`src/rtl/result_drain_if.sv`:
```
// Bundles the command, SRAM read port and result stream of result_drain.
// master: the drain block itself; slave: host/DMA plus SRAM side.
interface result_drain_if #(
   parameter int ADDR_W = 11,
   parameter int DATA_W = 64,
   parameter int LEN_W  = 12
);
   // command side
   logic              start;
   logic [ADDR_W-1:0] base_addr;
   logic [LEN_W-1:0]  len;
   logic              busy;
   logic              done;
   // SRAM read port
   logic              sram_cs;
   logic              sram_wr;
   logic [ADDR_W-1:0] sram_addr;
   logic [DATA_W-1:0] sram_dout;
   // result stream
   logic              out_valid;
   logic              out_ready;
   logic [DATA_W-1:0] out_data;
   logic              out_last;

   modport master (
      input  start, base_addr, len, sram_dout, out_ready,
      output busy, done, sram_cs, sram_wr, sram_addr, out_valid, out_data, out_last
   );

   modport slave (
      output start, base_addr, len, sram_dout, out_ready,
      input  busy, done, sram_cs, sram_wr, sram_addr, out_valid, out_data, out_last
   );
endinterface

```
`src/rtl/result_drain.sv`:
```
// result_drain: reads len words from the result SRAM starting at base_addr,
// hides the one-cycle SRAM read latency behind a small FIFO, and streams the
// words out on a valid/ready interface. Reads are only issued while there is
// guaranteed room for the returning word, so the FIFO can never overflow.
module result_drain #(
   parameter int ADDR_W = 11,
   parameter int DATA_W = 64,
   parameter int LEN_W  = 12,
   parameter int DEPTH  = 4
) (
   input  logic           clk,
   input  logic           rst_b,
   result_drain_if.master bus
);
   localparam int PTR_W = (DEPTH > 1) ? $clog2(DEPTH) : 1;
   localparam int CNT_W = $clog2(DEPTH + 1);

   typedef enum logic [1:0] {
      S_IDLE  = 2'd0,
      S_READ  = 2'd1,
      S_DRAIN = 2'd2,
      S_FIN   = 2'd3
   } state_t;

   state_t            state_q, state_d;
   logic [ADDR_W-1:0] rd_addr_q, rd_addr_d;
   logic [ADDR_W-1:0] addr_hold_q, addr_hold_d;
   logic [LEN_W-1:0]  rd_left_q, rd_left_d;
   logic [LEN_W-1:0]  out_left_q, out_left_d;
   logic              inflight_q, inflight_d;
   logic [DATA_W-1:0] mem_q [DEPTH];
   logic [DATA_W-1:0] mem_d [DEPTH];
   logic [PTR_W-1:0]  wr_ptr_q, wr_ptr_d;
   logic [PTR_W-1:0]  rd_ptr_q, rd_ptr_d;
   logic [CNT_W-1:0]  count_q, count_d;

   logic              valid;
   logic              issue;
   logic              push;
   logic              pop;
   logic [CNT_W:0]    occupancy;

   // Circular pointer advance that works for any DEPTH, not just powers of two.
   function automatic logic [PTR_W-1:0] ptr_inc(input logic [PTR_W-1:0] p);
      if (p == PTR_W'(DEPTH - 1)) begin
         return '0;
      end else begin
         return p + PTR_W'(1);
      end
   endfunction

   // Handshake decode: words in the FIFO plus the one possibly returning from SRAM.
   always_comb begin
      occupancy = {1'b0, count_q} + {{CNT_W{1'b0}}, inflight_q};
      valid     = (count_q != '0);
      pop       = valid & bus.out_ready;
      push      = inflight_q;
      issue     = (state_q == S_READ) && (rd_left_q != '0) &&
                  (occupancy < (CNT_W + 1)'(DEPTH));
   end

   // Command sequencing, address/length counters and FIFO bookkeeping.
   always_comb begin
      state_d     = state_q;
      rd_addr_d   = rd_addr_q;
      addr_hold_d = addr_hold_q;
      rd_left_d   = rd_left_q;
      out_left_d  = out_left_q;
      inflight_d  = issue;
      mem_d       = mem_q;
      wr_ptr_d    = wr_ptr_q;
      rd_ptr_d    = rd_ptr_q;
      count_d     = count_q;

      if (push) begin
         mem_d[wr_ptr_q] = bus.sram_dout;
         wr_ptr_d        = ptr_inc(wr_ptr_q);
      end else begin
         wr_ptr_d = wr_ptr_q;
      end

      if (pop) begin
         rd_ptr_d   = ptr_inc(rd_ptr_q);
         out_left_d = out_left_q - LEN_W'(1);
      end else begin
         rd_ptr_d = rd_ptr_q;
      end

      case ({push, pop})
         2'b10:   count_d = count_q + CNT_W'(1);
         2'b01:   count_d = count_q - CNT_W'(1);
         default: count_d = count_q;
      endcase

      if (issue) begin
         rd_addr_d   = rd_addr_q + ADDR_W'(1);
         addr_hold_d = rd_addr_q;
         rd_left_d   = rd_left_q - LEN_W'(1);
      end else begin
         rd_addr_d = rd_addr_q;
      end

      case (state_q)
         S_IDLE: begin
            if (bus.start) begin
               rd_addr_d  = bus.base_addr;
               rd_left_d  = bus.len;
               out_left_d = bus.len;
               state_d    = (bus.len == '0) ? S_FIN : S_READ;
            end else begin
               state_d = S_IDLE;
            end
         end
         S_READ: begin
            if (rd_left_d == '0) begin
               state_d = S_DRAIN;
            end else begin
               state_d = S_READ;
            end
         end
         S_DRAIN: begin
            if (out_left_d == '0) begin
               state_d = S_FIN;
            end else begin
               state_d = S_DRAIN;
            end
         end
         S_FIN:   state_d = S_IDLE;
         default: state_d = S_IDLE;
      endcase
   end

   // State and datapath registers; reset abandons any command and drops late read data.
   always_ff @(posedge clk or posedge rst_b) begin
      if (rst_b) begin
         state_q     <= S_IDLE;
         rd_addr_q   <= '0;
         addr_hold_q <= '0;
         rd_left_q   <= '0;
         out_left_q  <= '0;
         inflight_q  <= 1'b0;
         wr_ptr_q    <= '0;
         rd_ptr_q    <= '0;
         count_q     <= '0;
         for (int i = 0; i < DEPTH; i++) begin
            mem_q[i] <= '0;
         end
      end else begin
         state_q     <= state_d;
         rd_addr_q   <= rd_addr_d;
         addr_hold_q <= addr_hold_d;
         rd_left_q   <= rd_left_d;
         out_left_q  <= out_left_d;
         inflight_q  <= inflight_d;
         wr_ptr_q    <= wr_ptr_d;
         rd_ptr_q    <= rd_ptr_d;
         count_q     <= count_d;
         mem_q       <= mem_d;
      end
   end

   // Outputs decode straight from flops; the address bus keeps its last issued value.
   assign bus.busy      = (state_q == S_READ) || (state_q == S_DRAIN);
   assign bus.done      = (state_q == S_FIN);
   assign bus.sram_cs   = issue;
   assign bus.sram_wr   = 1'b0;
   assign bus.sram_addr = issue ? rd_addr_q : addr_hold_q;
   assign bus.out_valid = valid;
   assign bus.out_data  = valid ? mem_q[rd_ptr_q] : '0;
   assign bus.out_last  = valid && (out_left_q == LEN_W'(1));
endmodule

```
`src/flat_wrapper.sv`:
```
// flat-port wrapper written by rule: the top's interface ports become plain ports
module result_drain_flat 
#(
   parameter int ADDR_W = 11,
   parameter int DATA_W = 64,
   parameter int LEN_W  = 12,
   parameter int DEPTH  = 4
)
  (clk, rst_b, bus_start, bus_base_addr, bus_len, bus_sram_dout, bus_out_ready, bus_busy, bus_done, bus_sram_cs, bus_sram_wr, bus_sram_addr, bus_out_valid, bus_out_data, bus_out_last);
  result_drain_if #(.ADDR_W(ADDR_W), .DATA_W(DATA_W), .LEN_W(LEN_W)) bus_i ();
  input  logic clk;
  input  logic rst_b;
  input wire logic [$bits(bus_i.start)-1:0] bus_start;
  input wire logic [$bits(bus_i.base_addr)-1:0] bus_base_addr;
  input wire logic [$bits(bus_i.len)-1:0] bus_len;
  input wire logic [$bits(bus_i.sram_dout)-1:0] bus_sram_dout;
  input wire logic [$bits(bus_i.out_ready)-1:0] bus_out_ready;
  output wire logic [$bits(bus_i.busy)-1:0] bus_busy;
  output wire logic [$bits(bus_i.done)-1:0] bus_done;
  output wire logic [$bits(bus_i.sram_cs)-1:0] bus_sram_cs;
  output wire logic [$bits(bus_i.sram_wr)-1:0] bus_sram_wr;
  output wire logic [$bits(bus_i.sram_addr)-1:0] bus_sram_addr;
  output wire logic [$bits(bus_i.out_valid)-1:0] bus_out_valid;
  output wire logic [$bits(bus_i.out_data)-1:0] bus_out_data;
  output wire logic [$bits(bus_i.out_last)-1:0] bus_out_last;
  assign bus_i.start = bus_start;
  assign bus_i.base_addr = bus_base_addr;
  assign bus_i.len = bus_len;
  assign bus_i.sram_dout = bus_sram_dout;
  assign bus_i.out_ready = bus_out_ready;
  assign bus_busy = bus_i.busy;
  assign bus_done = bus_i.done;
  assign bus_sram_cs = bus_i.sram_cs;
  assign bus_sram_wr = bus_i.sram_wr;
  assign bus_sram_addr = bus_i.sram_addr;
  assign bus_out_valid = bus_i.out_valid;
  assign bus_out_data = bus_i.out_data;
  assign bus_out_last = bus_i.out_last;
  result_drain #(.ADDR_W(ADDR_W), .DATA_W(DATA_W), .LEN_W(LEN_W), .DEPTH(DEPTH)) u_core (.clk(clk), .rst_b(rst_b), .bus(bus_i));
endmodule
```
`config.mk`:
```
export PLATFORM = sky130hd
export DESIGN_NAME = result_drain_flat
export DESIGN_NICKNAME = d
export VERILOG_FILES = /design/src/rtl/result_drain_if.sv /design/src/rtl/result_drain.sv /design/src/flat_wrapper.sv
export SDC_FILE = /design/constraint.sdc
export NUM_CORES = 1
export LEC_CHECK = 0
export BUFFER_PORTS_ARGS = -buffer_cell sky130_fd_sc_hd__buf_2
export CORE_UTILIZATION = 40
export CTS_CLUSTER_DIAMETER = 150
export DETAILED_ROUTE_END_ITERATION = 10
export SYNTH_ARGS = -nofsm -noshare
export SYNTH_HDL_FRONTEND = slang
export SYNTH_SLANG_ARGS = --single-unit
```
`constraint.sdc`:
```
create_clock -name clk -period 17.87 [get_ports clk]
set_input_delay 1.787 -clock clk [delete_from_list [all_inputs] [get_ports clk]]
set_output_delay 1.787 -clock clk [all_outputs]
set_load 0.02 [all_outputs]
```
* Word level (Yosys, flattened, before mapping) *
Cells that the tools add are included.

word-level totals
  register bits = 312
  input bits = 91
  output and inout port bits = 81
  word-level logic and storage cells = 73

cells by class
  add/subtract/negate cells = 8
  $lt $le $gt $ge = 4
  equality and inequality tests = 8
  mux-type cells = 25
  bitwise logic cells = 3
  reduce and logical (&&, ||, !) cells = 12

operators by type and width
  cell                     number
  $bwmux W256              1
  $mux W64                 4
  $bmux W64 S2             1
  $demux W64 S2            1
  $mux W12                 6
  $mux W11                 4
  $logic_not A12 Y1        3
  $sub A12 B1 Y12 const B  2
  $eq A12 B1 Y1 const B    1
  $reduce_bool A12 Y1      1
  $add A11 B1 Y11 const B  1
  $eq A2 B2 Y1 const B     5
  $mux W2                  5
  $pmux W2 S4              1
  $ge A3 B3 Y1 const B     2
  $not A2 Y3               2
  $pmux W3 S2              1
  $add A2 B1 Y2 const B    2
  $add A3 B1 Y4            1
  $eq A2 B1 Y1 const B     2
  $logic_and A1 B1 Y1      4
  $lt A4 B3 Y1 const B     1
  $add A3 B1 Y3 const B    1
  $lt A3 B1 Y1 const B     1
  7 further kinds          7

* Longest topological paths before layout *
  depth after elaboration = 7
  depth in mapped cells = 12
  mapped depth without buffers = 10

* Worst setup path after synthesis *
No wires, ideal clock.

  path type = flip-flop to output port
  start point = register u_core.rd_left_q[0]
  end point = output bus_sram_addr[1]
  data arrival time = 2.188 ns
  required time = 16.083 ns
  slack = 13.895 ns
  cell stages (with the launch flop) = 13
  buffers on the path = 4
  path through = dfrtp_1 > buf_6 > inv_1 > ha_1 > buf_2 > nor3b_1 > nand4_1 > nand2_2 > inv_2 > buf_2 > buf_1 > nand2_1 > nand2_1

on the way
  word-level cells in the longest chain between the ends = 4

ends and longest elaborated chain
  element                           line                 RTL
  start, declared                   result_drain.sv:28   logic [LEN_W-1:0] rd_left_q, rd_left_d;
  start signal, assigned            result_drain.sv:152  rd_left_q <= rd_left_d;
  $reduce_bool A12 Y1               result_drain.sv:58   issue = (state_q == S_READ) && (rd_left_q != '0) &&
  $logic_and A1 B1 Y1 (2 in a row)  result_drain.sv:58
  net bus_sram_cs                   flat_wrapper.sv:20   output wire logic [$bits(bus_i.sram_cs)-1:0] bus_sram_cs;
  $mux W11                          result_drain.sv:167  assign bus.sram_addr = issue ? rd_addr_q : addr_hold_q;
  end, declared                     flat_wrapper.sv:22   output wire logic [$bits(bus_i.sram_addr)-1:0] bus_sram_addr;

The timed path passes the listed nets, and every way through them passes these cells.

* Final worst setup path *
  start point = register u_core.rd_ptr_q[1]
  end point = output bus_out_data[22]

on the way
  word-level cells in the longest chain between the ends = 5

ends and longest elaborated chain
  element                                      line                 RTL
  start, declared                              result_drain.sv:34   logic [PTR_W-1:0] rd_ptr_q, rd_ptr_d;
  start signal, assigned                       result_drain.sv:156  rd_ptr_q <= rd_ptr_d;
  $not A2 Y3 (implied by the code)             result_drain.sv:169  assign bus.out_data = valid ? mem_q[rd_ptr_q] : '0;
  $bmux W64 S2                                 result_drain.sv:169
  $mux W64 (implied by the code) (2 in a row)  result_drain.sv:169
  $mux W64                                     result_drain.sv:169
  end, declared                                flat_wrapper.sv:24   output wire logic [$bits(bus_i.out_data)-1:0] bus_out_data;

Every way passes these cells. The select of a mux whose other input is x is not followed.

==> impl_summary.md <==
Timing
In this run the tightest slew margin relative to its limit is 32.7%. The slew at the pin closest to its max-slew limit is 1.01 ns. The hold violation count in the final report is 0. The time the worst path needs with I/O delays and setup is 4.86 ns. Hold is met by 0.470 ns. Setup repair after global routing left no endpoint under its margin. Setup violations remaining at the end of the flow were counted as 0. Timing would allow up to about 0.21 GHz. The worst setup slack after layout is 13.01 ns.

The worst path uses 27.2% of the clock period. Across the routed clock network, the largest skew measured is 0.00951 ns. The number of pins with negative max-slew slack in the final report is 0. The setup total negative slack is 0 ns.

Final layout
The final-layout fill cell count is roughly 3100. Cells with a size suffix above 1 make up approximately 48% of the layout. The flip-flop and latch area is 0.00782 mm². Cells fill 47.9% of the core in the end. The total area of multi-input combinational cells is 0.00641 mm². The finished layout holds roughly 1700 standard cells, fillers aside. The net count of the finished layout is 1305.

The number of antenna repair diodes is 0. From synthesis to final layout, the design area changed by 17.7%.

CTS
The clock tree from TritonCTS is yes. Clock-pin slew was measured on the worst setup and hold paths at 0.06 ns. Once the clock tree was built, the resizer swapped 0 gates to a different size. CTS saw 312 sinks. The number of H-tree levels is 2.

The buffers inserted during post-CTS setup optimization is 0. The clock tree root driver cell is sky130_fd_sc_hd__clkbuf_16. The clock insertion delay at the later pin of the skew report is 0.52 ns. The number of buffers on the longest clock path is 3. The number of buffers created by CTS is 36. The number of hold buffers added after CTS was 0.

Critical path
Counting both buffers and inverters, the worst setup path holds a total of 2. The cell family with the largest share of critical-path delay is flip-flops. The critical path goes through buf_4, mux4_2, and2_1, buf_2. The critical path class is flip-flop to output port. In this run the worst path has a maximum fanout of 38. The required time of the critical path is 16.08 ns. The critical path launch point type is a flip-flop. The critical path capture point type is an output port. The worst endpoint data arrival time is 3.07 ns.

The slowest stage of the critical path is the sky130_fd_sc_hd__dfrtp_4 cell. On the worst path, the slowest cell contributes a delay of 0.95 ns.

Routing
The detailed-route wire length is 31.1 mm. Before antenna repair, the detailed router went through 7 iterations. The DRC violation count after routing is 17. The detailed router finished its first iteration with 343 violations. The post-detailed-route via-to-cell ratio is 5.23. Once detail routing completed, the nets flagged for antenna violations numbered 0.

The routed length per placed instance is 18.5 µm. Across all layers, the routed design uses a little under 9000 vias.

Pwr
For this design the ratio of total power to cell area is ~210 mW/mm². Summed over all cells, the static leakage comes to 0.00733 µW. IR analysis of the VDD net gives a maximum drop of 0.000123 V.

Synth
The synthesized net count is around 1100. Of the synthesized area, sequential elements account for 53.9%. After synthesis the cells add up to 0.0145 mm². The proportion of register bits with asynchronous set or reset after synthesis is 100%. The netlist uses 50 different library cells. The number of synthesized flops with an enable pin is 0. The synthesized area divided by synthesized cell count is 13.9 µm². Counting flops and latches in the post-synthesis netlist gives between 300 and 400.

The commonest register cell after synthesis is sky130_fd_sc_hd__dfrtp_1. The Yosys step of the flow raised 0 warnings. The synthesized instance count is 1040.

Placement
After legalization and detailed placement, the total HPWL measured 18.9 mm. Prior to clock tree synthesis, the placed netlist has a worst setup slack of 13.45 ns. Including well taps, the total number of placed cells is 1621.

The congestion estimate from routability-driven global placement came to slightly below 0.8. Port buffering added between 150 and 200 buffers.

Run status
The final reports fail on design-rule violations. The flow ran to the end, but the final reports show violations.

Die
The total area inside the core boundary comes to roughly 0.036 mm². The die footprint is 0.0370 mm². The floorplan has 69 rows. The starting density of the core is 40.7%.

The die extent in x is 192 µm. The number of top-level pins is approximately 170. The height of the chip is 192 µm.

GRT
The maximum number of pins on one net before global-route repair is 103. The number of global-route vias before repair came to 9154. The total routing resource utilization after global routing is 17.3%.

The first global-routing pass estimated 50.1 mm of wire. The initial antenna violation count is 2. The overflow left after global routing is 0.

Run
The number of max-capacitance violations reported is 0.

Min path
The type of the tightest min-delay check is flip-flop to flip-flop.
-- state kept, by name, indices dropped and copies added (netlist names) --
register and count:
u_core.addr_hold_q 11, u_core.count_q 3, u_core.inflight_q 1, u_core.mem_q 256, u_core.out_left_q 12, u_core.rd_addr_q 11
u_core.rd_left_q 12, u_core.rd_ptr_q 2, u_core.state_q 2, u_core.wr_ptr_q 2
-- worst min-delay path: stages, from the launching register on --
cell and delay (ns):
sky130_fd_sc_hd__dfrtp_1 0.32, sky130_fd_sc_hd__nand2_1 0.05, sky130_fd_sc_hd__nand2_1 0.07
-- placed cells by master (no fill, tap or decap), types with 2 or more instances in the layout --
cell type and n:
sky130_fd_sc_hd__mux2_2 257, sky130_fd_sc_hd__nor2b_1 3, sky130_fd_sc_hd__clkbuf_1 2, sky130_fd_sc_hd__o21ai_0 5, sky130_fd_sc_hd__dfrtp_4 2, sky130_fd_sc_hd__nor3_1 10, sky130_fd_sc_hd__bufinv_16 3, sky130_fd_sc_hd__and3_1 2
sky130_fd_sc_hd__inv_1 12, sky130_fd_sc_hd__a31oi_1 4, sky130_fd_sc_hd__nand3_1 14, sky130_fd_sc_hd__nand4_1 8, sky130_fd_sc_hd__a21o_1 2, sky130_fd_sc_hd__nand2b_1 4, sky130_fd_sc_hd__nand2_1 50, sky130_fd_sc_hd__and4_1 2
sky130_fd_sc_hd__clkinv_2 7, sky130_fd_sc_hd__a21oi_1 35, sky130_fd_sc_hd__nor4_1 7, sky130_fd_sc_hd__nor2_1 42, sky130_fd_sc_hd__nand2_2 2, sky130_fd_sc_hd__buf_4 10, sky130_fd_sc_hd__xnor2_1 16, sky130_fd_sc_hd__mux4_2 64
sky130_fd_sc_hd__mux2i_1 4, sky130_fd_sc_hd__inv_2 2, sky130_fd_sc_hd__xor2_1 16, sky130_fd_sc_hd__nor3b_1 2, sky130_fd_sc_hd__ha_1 15, sky130_fd_sc_hd__and2_1 65, sky130_fd_sc_hd__dfrtp_1 310, sky130_fd_sc_hd__clkbuf_8 11
sky130_fd_sc_hd__buf_2 170, sky130_fd_sc_hd__nand2_4 5, sky130_fd_sc_hd__clkbuf_16 38
-- final cells by class --
cell class | count | area share (%)
inverters | 15 | 0.374
repair buffers | 180 | 5.43
clock buffers | 51 | 6.50
flip-flops and latches | 312 | 45.8
multi-input cells | 653 | 37.6
well taps | 461 | 3.38
clock inverters | 13 | 0.924
-- stage by stage --
stage,total power (µW),cell area [µm²]
floorplan,2430,14500
finish,3600,17100
detailed placement,2860,15800
CTS,3650,17100
global route,3850,17100
global placement,2830,15800
-- metal layers --
metal  share of wire (%)  vias to the layer above  wire length (µm)  GRT usage [%]
li1                    -                     4071                 -              -
met1                  46                     4541             14300           23.2
met2                  47                      147             14800           28.2
met4                 2.0                        2               627           4.82
met5               0.026                        -                 8              0
met3                 4.5                       45              1410           3.69
-- report_power, final --
part           leakage [µW]  switching (µW)  total (µW)  internal, µW
clock              0.000631             293         769           476
combinational       0.00307             715        1510           790
sequential          0.00363             250        1320          1070
total               0.00733            1260        3600          2340
-- synth_stat cells, types with 2 or more instances --
| library cell | number | area (µm²) |
|---|---|---|
| sky130_fd_sc_hd__nor2b_1 | 3 | 18.8 |
| sky130_fd_sc_hd__nand3_1 | 14 | 70.1 |
| sky130_fd_sc_hd__mux4_2 | 64 | 1440 |
| sky130_fd_sc_hd__dfrtp_1 | 312 | 7810 |
| sky130_fd_sc_hd__clkbuf_1 | 40 | 150 |
| sky130_fd_sc_hd__buf_2 | 12 | 60.1 |
| sky130_fd_sc_hd__mux2_2 | 257 | 2890 |
| sky130_fd_sc_hd__or3_1 | 2 | 12.5 |
| sky130_fd_sc_hd__buf_1 | 6 | 22.5 |
| sky130_fd_sc_hd__nor3b_1 | 2 | 15.0 |
| sky130_fd_sc_hd__a21o_1 | 2 | 15.0 |
| sky130_fd_sc_hd__nand2_1 | 55 | 206 |
| sky130_fd_sc_hd__o21ai_0 | 5 | 25.0 |
| sky130_fd_sc_hd__nor2_1 | 42 | 158 |
| sky130_fd_sc_hd__xnor2_1 | 16 | 140 |
| sky130_fd_sc_hd__nor4_1 | 7 | 43.8 |
| sky130_fd_sc_hd__inv_1 | 13 | 48.8 |
| sky130_fd_sc_hd__xor2_1 | 16 | 140 |
| sky130_fd_sc_hd__mux2i_1 | 4 | 40.0 |
| sky130_fd_sc_hd__and2_1 | 65 | 407 |
| sky130_fd_sc_hd__a21oi_1 | 35 | 175 |
| sky130_fd_sc_hd__ha_1 | 15 | 188 |
| sky130_fd_sc_hd__nor3_1 | 10 | 50.1 |
| sky130_fd_sc_hd__a31oi_1 | 4 | 25.0 |
| sky130_fd_sc_hd__inv_2 | 2 | 7.51 |
| sky130_fd_sc_hd__and3_1 | 2 | 12.5 |
| sky130_fd_sc_hd__and4_1 | 2 | 17.5 |
| sky130_fd_sc_hd__nand4_1 | 8 | 50.1 |
| sky130_fd_sc_hd__nand2b_1 | 4 | 25.0 |
-- final timing paths --
check,from,end,slack [ns],cells after the start
max,u_core.rd_ptr_q[1]$_DFFE_PP0P_,bus_out_data[22],13.01,4
min,u_core.addr_hold_q[5]$_DFF_PP0_,u_core.addr_hold_q[5]$_DFF_PP0_,0.47,2
max reg2reg,u_core.rd_left_q[0]$_DFF_PP0_,u_core.state_q[0]$_DFF_PP0_,14.92,10
min reg2reg,u_core.addr_hold_q[5]$_DFF_PP0_,u_core.addr_hold_q[5]$_DFF_PP0_,0.47,2
max in group asynchronous,rst_b,u_core.rd_ptr_q[0]$_DFFE_PP0P_,14.17,4
min in group asynchronous,rst_b,u_core.mem_q[98]$_DFFE_PP0P_,1.36,2
-- cells by family after synthesis --
group,count (synthesis),synth area share [%]
flip-flops,312,53.9
other,1,0.0259
multiplexers,325,30.2
adder cells (fa/ha/maj),16,1.43
AO/OA/AOI/OAI,52,2.05
XOR/XNOR,32,1.93
buffers and inverters,75,2.12
AND/OR/NAND/NOR,227,8.39
No activity file was read; power rests on OpenSTA's default activity.
